File: src/rtl/combo_lock_core.sv
// Keypad combination-lock engine: key accept/debounce, password set/verify, failure count and timed lockout.
// Optional MASTER_CODE_EN: a full entry equal to MASTER_CODE unlocks from ATTEMPT and ends a lockout early.
module combo_lock_core #(
    parameter int NUM_DIGITS     = 6,
    parameter int ACCEPT_DLY     = 2,
    parameter int MAX_FAILS      = 3,
    parameter int LOCKOUT_CYCLES = 50000000,
    parameter logic [4*NUM_DIGITS-1:0] MASTER_CODE = '0,
    localparam int EW = 4*NUM_DIGITS,
    localparam int DW = $clog2(NUM_DIGITS+1),
    localparam int FW = $clog2(MAX_FAILS+1),
    localparam int LW = $clog2(LOCKOUT_CYCLES+1)
) (
    input  logic          MAX10_CLK1_50,
    input  logic          reset,
    input  logic          key_valid,
    input  logic [3:0]    key_code,
    output logic [2:0]    state,
    output logic          is_open,
    output logic [EW-1:0] entry,
    output logic [DW-1:0] digit_cnt,
    output logic [FW-1:0] fail_cnt,
    output logic [LW-1:0] lockout_left,
    output logic          key_stb,
    output logic          unlock_pulse,
    output logic          fail_pulse
);
    // state    | meaning
    // OPEN     | unlocked, first digit starts a new password
    // SET      | collecting a new password, enter commits a full entry
    // LOCKED   | password stored, first digit starts an attempt
    // ATTEMPT  | collecting an attempt, enter compares
    // LOCKOUT  | too many failures, keys ignored until the timer expires

    localparam int AW = $clog2(ACCEPT_DLY+1);
    localparam logic [EW-1:0] ENTRY_CLR = {NUM_DIGITS{4'hF}};
`ifdef MASTER_CODE_EN
    localparam bit MASTER_EN = 1'b1;
`else
    localparam bit MASTER_EN = 1'b0;
`endif

    typedef enum logic [2:0] {
        ST_OPEN    = 3'd0,
        ST_SET     = 3'd1,
        ST_LOCKED  = 3'd2,
        ST_ATTEMPT = 3'd3,
        ST_LOCKOUT = 3'd4
    } state_t;

    state_t          state_q;
    logic [AW-1:0]   acc_cnt;
    logic [3:0]      key_q;
    logic [EW-1:0]   password;
    logic            is_digit;
    logic            is_enter;
    logic            entry_full;
    logic            pw_hit;
    logic            master_hit;

    assign state      = state_q;
    assign is_digit   = (key_q < 4'hE);
    assign is_enter   = (key_q == 4'hE);
    assign entry_full = (digit_cnt == DW'(NUM_DIGITS));
    assign pw_hit     = entry_full && (entry == password);
    assign master_hit = MASTER_EN && entry_full && (entry == MASTER_CODE);

    function automatic logic [EW-1:0] put_digit(input logic [EW-1:0] cur,
                                                input logic [DW-1:0] idx,
                                                input logic [3:0]    d);
        logic [EW-1:0] r;
        r = cur;
        for (int i = 0; i < NUM_DIGITS; i++) begin
            if (idx == DW'(i)) r[4*(NUM_DIGITS-1-i) +: 4] = d;
        end
        return r;
    endfunction

    // Counter saturates at ACCEPT_DLY, so a held key strobes exactly once.
    always_ff @(posedge MAX10_CLK1_50) begin
        if (reset) begin
            acc_cnt <= '0;
            key_q   <= 4'h0;
            key_stb <= 1'b0;
        end else begin
            key_stb <= 1'b0;
            if (!key_valid) begin
                acc_cnt <= '0;
            end else if (acc_cnt != AW'(ACCEPT_DLY)) begin
                acc_cnt <= acc_cnt + AW'(1);
                if (acc_cnt == AW'(ACCEPT_DLY-1)) begin
                    key_stb <= 1'b1;
                    key_q   <= key_code;
                end
            end
        end
    end

    always_ff @(posedge MAX10_CLK1_50) begin
        if (reset) begin
            state_q      <= ST_OPEN;
            is_open      <= 1'b1;
            entry        <= ENTRY_CLR;
            digit_cnt    <= '0;
            fail_cnt     <= '0;
            lockout_left <= '0;
            password     <= '0;
            unlock_pulse <= 1'b0;
            fail_pulse   <= 1'b0;
        end else begin
            unlock_pulse <= 1'b0;
            fail_pulse   <= 1'b0;
            case (state_q)
                ST_OPEN: begin
                    if (key_stb && is_digit) begin
                        state_q   <= ST_SET;
                        is_open   <= 1'b0;
                        entry     <= put_digit(ENTRY_CLR, '0, key_q);
                        digit_cnt <= DW'(1);
                    end
                end
                ST_SET: begin
                    if (key_stb) begin
                        if (is_digit) begin
                            if (!entry_full) begin
                                entry     <= put_digit(entry, digit_cnt, key_q);
                                digit_cnt <= digit_cnt + DW'(1);
                            end
                        end else begin
                            if (is_enter && entry_full) begin
                                password <= entry;
                                state_q  <= ST_LOCKED;
                            end
                            entry     <= ENTRY_CLR;
                            digit_cnt <= '0;
                        end
                    end
                end
                ST_LOCKED: begin
                    if (key_stb && is_digit) begin
                        state_q   <= ST_ATTEMPT;
                        entry     <= put_digit(ENTRY_CLR, '0, key_q);
                        digit_cnt <= DW'(1);
                    end
                end
                ST_ATTEMPT: begin
                    if (key_stb) begin
                        if (is_digit) begin
                            if (!entry_full) begin
                                entry     <= put_digit(entry, digit_cnt, key_q);
                                digit_cnt <= digit_cnt + DW'(1);
                            end
                        end else if (!is_enter) begin
                            state_q   <= ST_LOCKED;
                            entry     <= ENTRY_CLR;
                            digit_cnt <= '0;
                        end else begin
                            entry     <= ENTRY_CLR;
                            digit_cnt <= '0;
                            if (pw_hit || master_hit) begin
                                state_q      <= ST_OPEN;
                                is_open      <= 1'b1;
                                unlock_pulse <= 1'b1;
                                fail_cnt     <= '0;
                            end else begin
                                fail_pulse <= 1'b1;
                                if (fail_cnt == FW'(MAX_FAILS-1)) begin
                                    state_q      <= ST_LOCKOUT;
                                    fail_cnt     <= FW'(MAX_FAILS);
                                    lockout_left <= LW'(LOCKOUT_CYCLES);
                                end else begin
                                    state_q  <= ST_LOCKED;
                                    fail_cnt <= fail_cnt + FW'(1);
                                end
                            end
                        end
                    end
                end
                ST_LOCKOUT: begin
                    lockout_left <= lockout_left - LW'(1);
                    if (lockout_left == LW'(1)) begin
                        state_q   <= ST_LOCKED;
                        fail_cnt  <= '0;
                        entry     <= ENTRY_CLR;
                        digit_cnt <= '0;
                    end
`ifdef MASTER_CODE_EN
                    // Master code wins over a timer expiry landing on the same cycle.
                    if (key_stb) begin
                        if (is_digit) begin
                            if (!entry_full) begin
                                entry     <= put_digit(entry, digit_cnt, key_q);
                                digit_cnt <= digit_cnt + DW'(1);
                            end
                        end else begin
                            entry     <= ENTRY_CLR;
                            digit_cnt <= '0;
                            if (is_enter && master_hit) begin
                                state_q      <= ST_OPEN;
                                is_open      <= 1'b1;
                                unlock_pulse <= 1'b1;
                                fail_cnt     <= '0;
                                lockout_left <= '0;
                            end
                        end
                    end
`endif
                end
                default: begin
                    state_q <= ST_OPEN;
                    is_open <= 1'b1;
                end
            endcase
        end
    end

endmodule

File: config.mk
export PLATFORM = sky130hd
export DESIGN_NAME = combo_lock_core
export DESIGN_NICKNAME = d
export VERILOG_FILES = /design/src/rtl/combo_lock_core.sv
export SDC_FILE = /design/constraint.sdc
export NUM_CORES = 1
export LEC_CHECK = 0
export CORE_MARGIN = 4
export CORE_UTILIZATION = 39
export DETAILED_ROUTE_END_ITERATION = 7
export PLACE_DENSITY = 0.7
export SLEW_MARGIN = 20
export SYNTH_ARGS = -nofsm -noshare
export SYNTH_HDL_FRONTEND = slang
export SYNTH_SLANG_ARGS = --single-unit
File: constraint.sdc
create_clock -name MAX10_CLK1_50 -period 4.4 [get_ports MAX10_CLK1_50]
set_clock_uncertainty 0.15 [all_clocks]
set_input_delay 1.32 -clock MAX10_CLK1_50 [delete_from_list [all_inputs] [get_ports MAX10_CLK1_50]]
set_output_delay 1.32 -clock MAX10_CLK1_50 [all_outputs]
set_load 0.02 [all_outputs]
## Word level (Yosys, flattened, before mapping)

Index checks and enable logic that the tools add are counted.

- Memories: 0
- Output and inout port bits: 62
- Input bits: 7
- Bits in registers: 92
- Bits in latches: 0
- Memory bits (read-only): 0
- Word-level logic and storage cells: 143
- RAM bits: 0

- Div/mod/pow operators: 0
- Add/sub/neg operators: 4
- Reduce and logical (&&, ||, !) cells: 26
- $mul: 0
- Mux-type cells: 51
- Shift operators: 0
- $lt $le $gt $ge: 1
- Bitwise operators: 7
- Equality and inequality tests: 37

Operator list:

| operator | count |
|---|---|
| $mux 26 | 5 |
| $mux 24 | 5 |
| $pmux 24 s3 | 1 |
| $pmux 26 s2 | 1 |
| $reduce_and 6->1 | 8 |
| $mux 3 | 15 |
| $eq 26x1->1 const B | 1 |
| $ne 2x2->1 const B | 13 |
| $sub 26x1->26 const B | 1 |
| $eq 24x24->1 | 1 |
| $mux 4 | 6 |
| $ne 3x2->1 const B | 6 |
| $pmux 3 s5 | 1 |
| $eq 3x2->1 const B | 4 |
| $eq 3x3->1 const B | 4 |
| $mux 2 | 6 |
| $reduce_and 5->1 | 2 |
| $pmux 3 s3 | 1 |
| $mux 1 | 8 |
| $reduce_and 8->1 | 1 |
| $not 1->1 | 7 |
| $eq 3x1->1 const B | 2 |
| $logic_not 3->1 | 2 |
| $reduce_or 2->1 | 3 |
| other kinds (17) | 22 |

## Depth between registers and ports, before layout

- Depth after elaboration: 7
- Depth in mapped cells: 10
- Gate-level depth less buffers: 7

## Least setup slack after synthesis

Ideal clock, no wire load.

- Kind: reg2reg
- From: register lockout_left[8]
- To: register entry[1]
- Cell stages (with the launch flop): 8
- Required time: 4.112 ns
- Setup time: 0.138 ns
- Setup slack: 1.642 ns
- Period minus slack after synthesis: 2.758 ns
- Arrival: 2.470 ns
- Buffers on the path: 2
- Cell sequence: dfxtp_1 -> or4_1 -> buf_2 -> or4_4 -> buf_6 -> o41ai_4 -> o21ai_1 -> mux2i_1

- Word-level cells in the longest chain between the ends: 3

RTL lines:

| item | RTL line | text |
|---|---|---|
| start, declared | 23 | `output logic [LW-1:0] lockout_left,` |
| start signal, assigned | 170 | `lockout_left <= LW'(LOCKOUT_CYCLES);` |
| start signal, assigned | 180 | `lockout_left <= lockout_left - LW'(1);` |
| $eq 26x1->1 | 181 | `if (lockout_left == LW'(1)) begin` |
| $ne 2x2->1 (no line) | n/a |  |
| $reduce_and 6->1 (no line) | n/a |  |
| end signal, assigned | 126 | `entry <= put_digit(entry, digit_cnt, key_q);` |
| end signal, assigned | 142 | `entry <= put_digit(ENTRY_CLR, '0, key_q);` |
| end signal, assigned | 150 | `entry <= put_digit(entry, digit_cnt, key_q);` |
| end, declared | 20 | `output logic [EW-1:0] entry,` |

No other way between the ends.
A chain may end at the register's enable or synchronous reset.

## Worst setup path in the final report

- From: register state_q[1], in the netlist state[1]
- To: output port state[1]

RTL lines:

| item | RTL line | text |
|---|---|---|
| start, declared | 51 | `state_t state_q;` |
| start signal, assigned | 101 | `state_q <= ST_OPEN;` |
| start signal, assigned | 116 | `state_q <= ST_SET;` |
| start signal, assigned | 132 | `state_q <= ST_LOCKED;` |
| end, declared | 18 | `output logic [2:0] state,` |

No word-level cell between the ends.

==> results.toml <==
[global_route]
grt_pass1_vias = 4034
antenna_found_initial = 0
grt_overflow = 0
grt_pass1_wl_mm = 20.4
grt_use_total_pct = 18.9
grt_max_degree = 54

[clocking]
clk_latency_ps = 340
cts_buffer_depth = 2
cts.clk_slew.worst_paths_ps = 60
numCtsBuffers = 9
ctsRootBufferMaster = "clkbuf_16"
post_cts_buffers = 0
cts.htree.levels = 3
ctsResizeCount = 0
clock_sinks = 92
cts_tree = "yes"
cts_hold_buf = 0

[routing]
wl_per_cell_microns = 17.0
detail_route.iter0.violations = 383
wl_mm = 12.7
via_count = 4333
drc = 0
vias_per_cell = 5.79
ant_nets = 0
drt-pass1-iter-count = 5

[sta]
period_needed_ps = 3110
rsz0062_at_grt = "no"
tns_ps = 0
max_freq_ghz = 0.322
hold_viol = 0
drv_slew = 0
worst_slew_pin_slew_ps = 946
period_share_pct = 70.7
slew_headroom_pct = 36.4
setup_viol = 0

[synth]
seq_area_frac_synth_pct = 40.3
synth_area_sq_um = 4570
yosysUniqueCellTypes = 65
async_reset_ff_share_pct = 0
synth_fp_nets = 569
yosysWarnings = 0
syn_inst = 552
synth-seq-cells = 92
synthTopCellsByArea = "dfxtp_1 (40%), nand2_1 (6.6%), a21oi_1 (4.9%)"
ys.flop_type = "dfxtp_1"
synth_area_per_cell_sq_um = 8.27
yosysTopAreaCell = "dfxtp_1"
synth-edff-count = 0
yosysTopAreaCellShare_pct = 40.3

[worst_hold_path]
hp-class = "reg -> reg"

[power_and_ir_drop]
p_int_uw = 1330
p_total_uw = 1700
power.switching_uw = 371
comb_power_share_pct = 3.8
leakage_uw = 0.00202
switching_share_pct = 21.8
cellPowerDensity_nw_per_um2 = 303
vdd.ir_drop.worst_mv = 0.188
sequentialPowerShare_pct = 49.7
power.share.clock_pct = 46.4

[finish]
area_growth_pct = 23.2
stdcell_area_sq_um = 5630
n_antenna_cell = 0
n_fill_cell = 1098
drive_above_1_share_pct = 5.45
final-seq-area_sq_um = 1840
final_nets = 618
multi_input_area_sq_um = 2540

[setup_path]
crit_type = "reg -> out"
cp_num_buf_inv = 1
cp_slowest_stage_delay_ps = 700
cp-end-kind = "output pin"
worstPathCellList = "clkdlybuf4s50_1"
critPathArrivalTime_ps = 1640
critPathLaunchType = "register"
crit_required_ps = 2930
critPathTopFamily = "buffers and inverters"
cp_max_fo = 13
slowest_stage = "clkdlybuf4s50_1"

[floorplanning]
die_h_microns = 116
pin_count = 69
die-area_sq_um = 13500
initial_core_util_pct = 40.0
core_sq_um = 11400
die_w_microns = 116
core.rowCount = 39

[run_status]
outcome = "finished clean"

[placement]
place_hpwl_mm = 9.07
portBuffers = 68
place_area_sq_um = 5320
routabilityCongestion = 0.871

[job]
cap_violations = 0
==> layout make-up <==
class | count | share of cell area (%)
clock buffers | 12 | 4.56
clock inverters | 4 | 0.845
inverters | 17 | 1.13
multi-input cells | 410 | 45.1
flip-flops and latches | 92 | 32.7
well taps | 143 | 3.18
repair buffers | 71 | 12.4
==> worst min-delay path, cell delays in order (launching register included) <==
cell and delay [ps]:
dfxtp_1 320, nand2_1 50, a21oi_1 50
==> cell families (layout without fill, tap and decap cells) <==
| logic type | Yosys count | after routing | synth area share [%] |
|---|---|---|---|
| buffers and inverters | 50 | 104 | 4.33 |
| adders and majority gates | 10 | 10 | 2.74 |
| DFF | 92 | 92 | 40.3 |
| AOI/OAI and AO/OA | 129 | 129 | 19.6 |
| muxes | 21 | 21 | 4.60 |
| xor gates and xnor gates | 25 | 25 | 4.79 |
| and+or+nand+nor | 225 | 225 | 23.6 |
==> metal layers <==
metal | track usage, % | vias to the layer above | routed length, microns
li1 | - | 2103 | -
met1 | 26.3 | 2053 | 5900
met2 | 29.3 | 162 | 5790
met3 | 4.25 | 15 | 866
met4 | 5.96 | 0 | 171
met5 | 0 | - | 0
==> worst paths after layout <==
path	start	endpoint	slack (ps)	cells past startpoint
max	state[1]$_SDFFE_PP0P_	state[1]	1290	1
min reg2reg	password[23]$_SDFFE_PP0P_	password[23]$_SDFFE_PP0P_	320	2
max reg2reg	state[0]$_SDFFE_PP0P_	lockout_left[17]$_SDFFE_PP0P_	1330	5
min	password[23]$_SDFFE_PP0P_	password[23]$_SDFFE_PP0P_	320	2
==> cells in the final DEF (no fill, tap or decap), types with 3 or more instances in the layout <==
| cell | instances |
|---|---|
| dfxtp_1 | 92 |
| nand2_1 | 80 |
| clkdlybuf4s50_1 | 67 |
| nor2_1 | 51 |
| a21oi_1 | 45 |
| xnor2_1 | 24 |
| nor3_1 | 21 |
| mux2i_1 | 21 |
| inv_1 | 16 |
| nand4_1 | 15 |
| nor4_1 | 14 |
| nand3_1 | 12 |
| o21ai_0 | 11 |
| ha_1 | 10 |
| clkbuf_16 | 9 |
| or4_1 | 8 |
| a31oi_1 | 7 |
| a311oi_1 | 6 |
| o31ai_1 | 5 |
| a211oi_1 | 5 |
| o21a_1 | 4 |
| o21ai_1 | 4 |
| a31o_2 | 4 |
| o211ai_1 | 3 |
| a2111oi_0 | 3 |
| o2111a_1 | 3 |
| or2_2 | 3 |
| a211o_1 | 3 |
| or3_1 | 3 |
| buf_4 | 3 |
==> cell usage after synthesis (10+ instances only) <==
| master | n |
|---|---|
| dfxtp_1 | 92 |
| mux2i_1 | 21 |
| o21ai_0 | 11 |
| ha_1 | 10 |
| xnor2_1 | 24 |
| nand4_1 | 15 |
| nand3_1 | 12 |
| nor2_1 | 51 |
| nand2_1 | 80 |
| inv_1 | 16 |
| clkbuf_1 | 29 |
| a21oi_1 | 45 |
| nor4_1 | 15 |
| nor3_1 | 21 |
==> registers in the layout, summed over array words and instances (netlist names) <==
| name | count |
|---|---|
| password | 24 |
| key_stb | 1 |
| state | 3 |
| digit_cnt | 3 |
| fail_cnt | 2 |
| is_open | 1 |
| acc_cnt | 2 |
| key_q | 4 |
| fail_pulse | 1 |
| lockout_left | 26 |
| unlock_pulse | 1 |
| entry | 24 |
==> power by group through the flow <==
stage	logic, uW	registers, uW	clock network [uW]
floorplan	40.6	866	0
global placement	63.2	866	0
detailed placement	64.4	866	0
CTS	64.6	847	800
global route	71.1	848	836
finish	64.9	848	791
==> metrics by stage <==
stage	hold WS (ps)	utilization (%)	instances	setup slack, ps
6_report	319	49.3	749	1290
5_1_grt	343	49.3	749	1170
4_1_cts	320	49.3	749	1300
3_5_place_dp	311	46.6	733	1070
3_3_place_gp	304	46.6	733	1060
2_1_floorplan	299	-	552	1640
(Power assumes the default switching activity.)
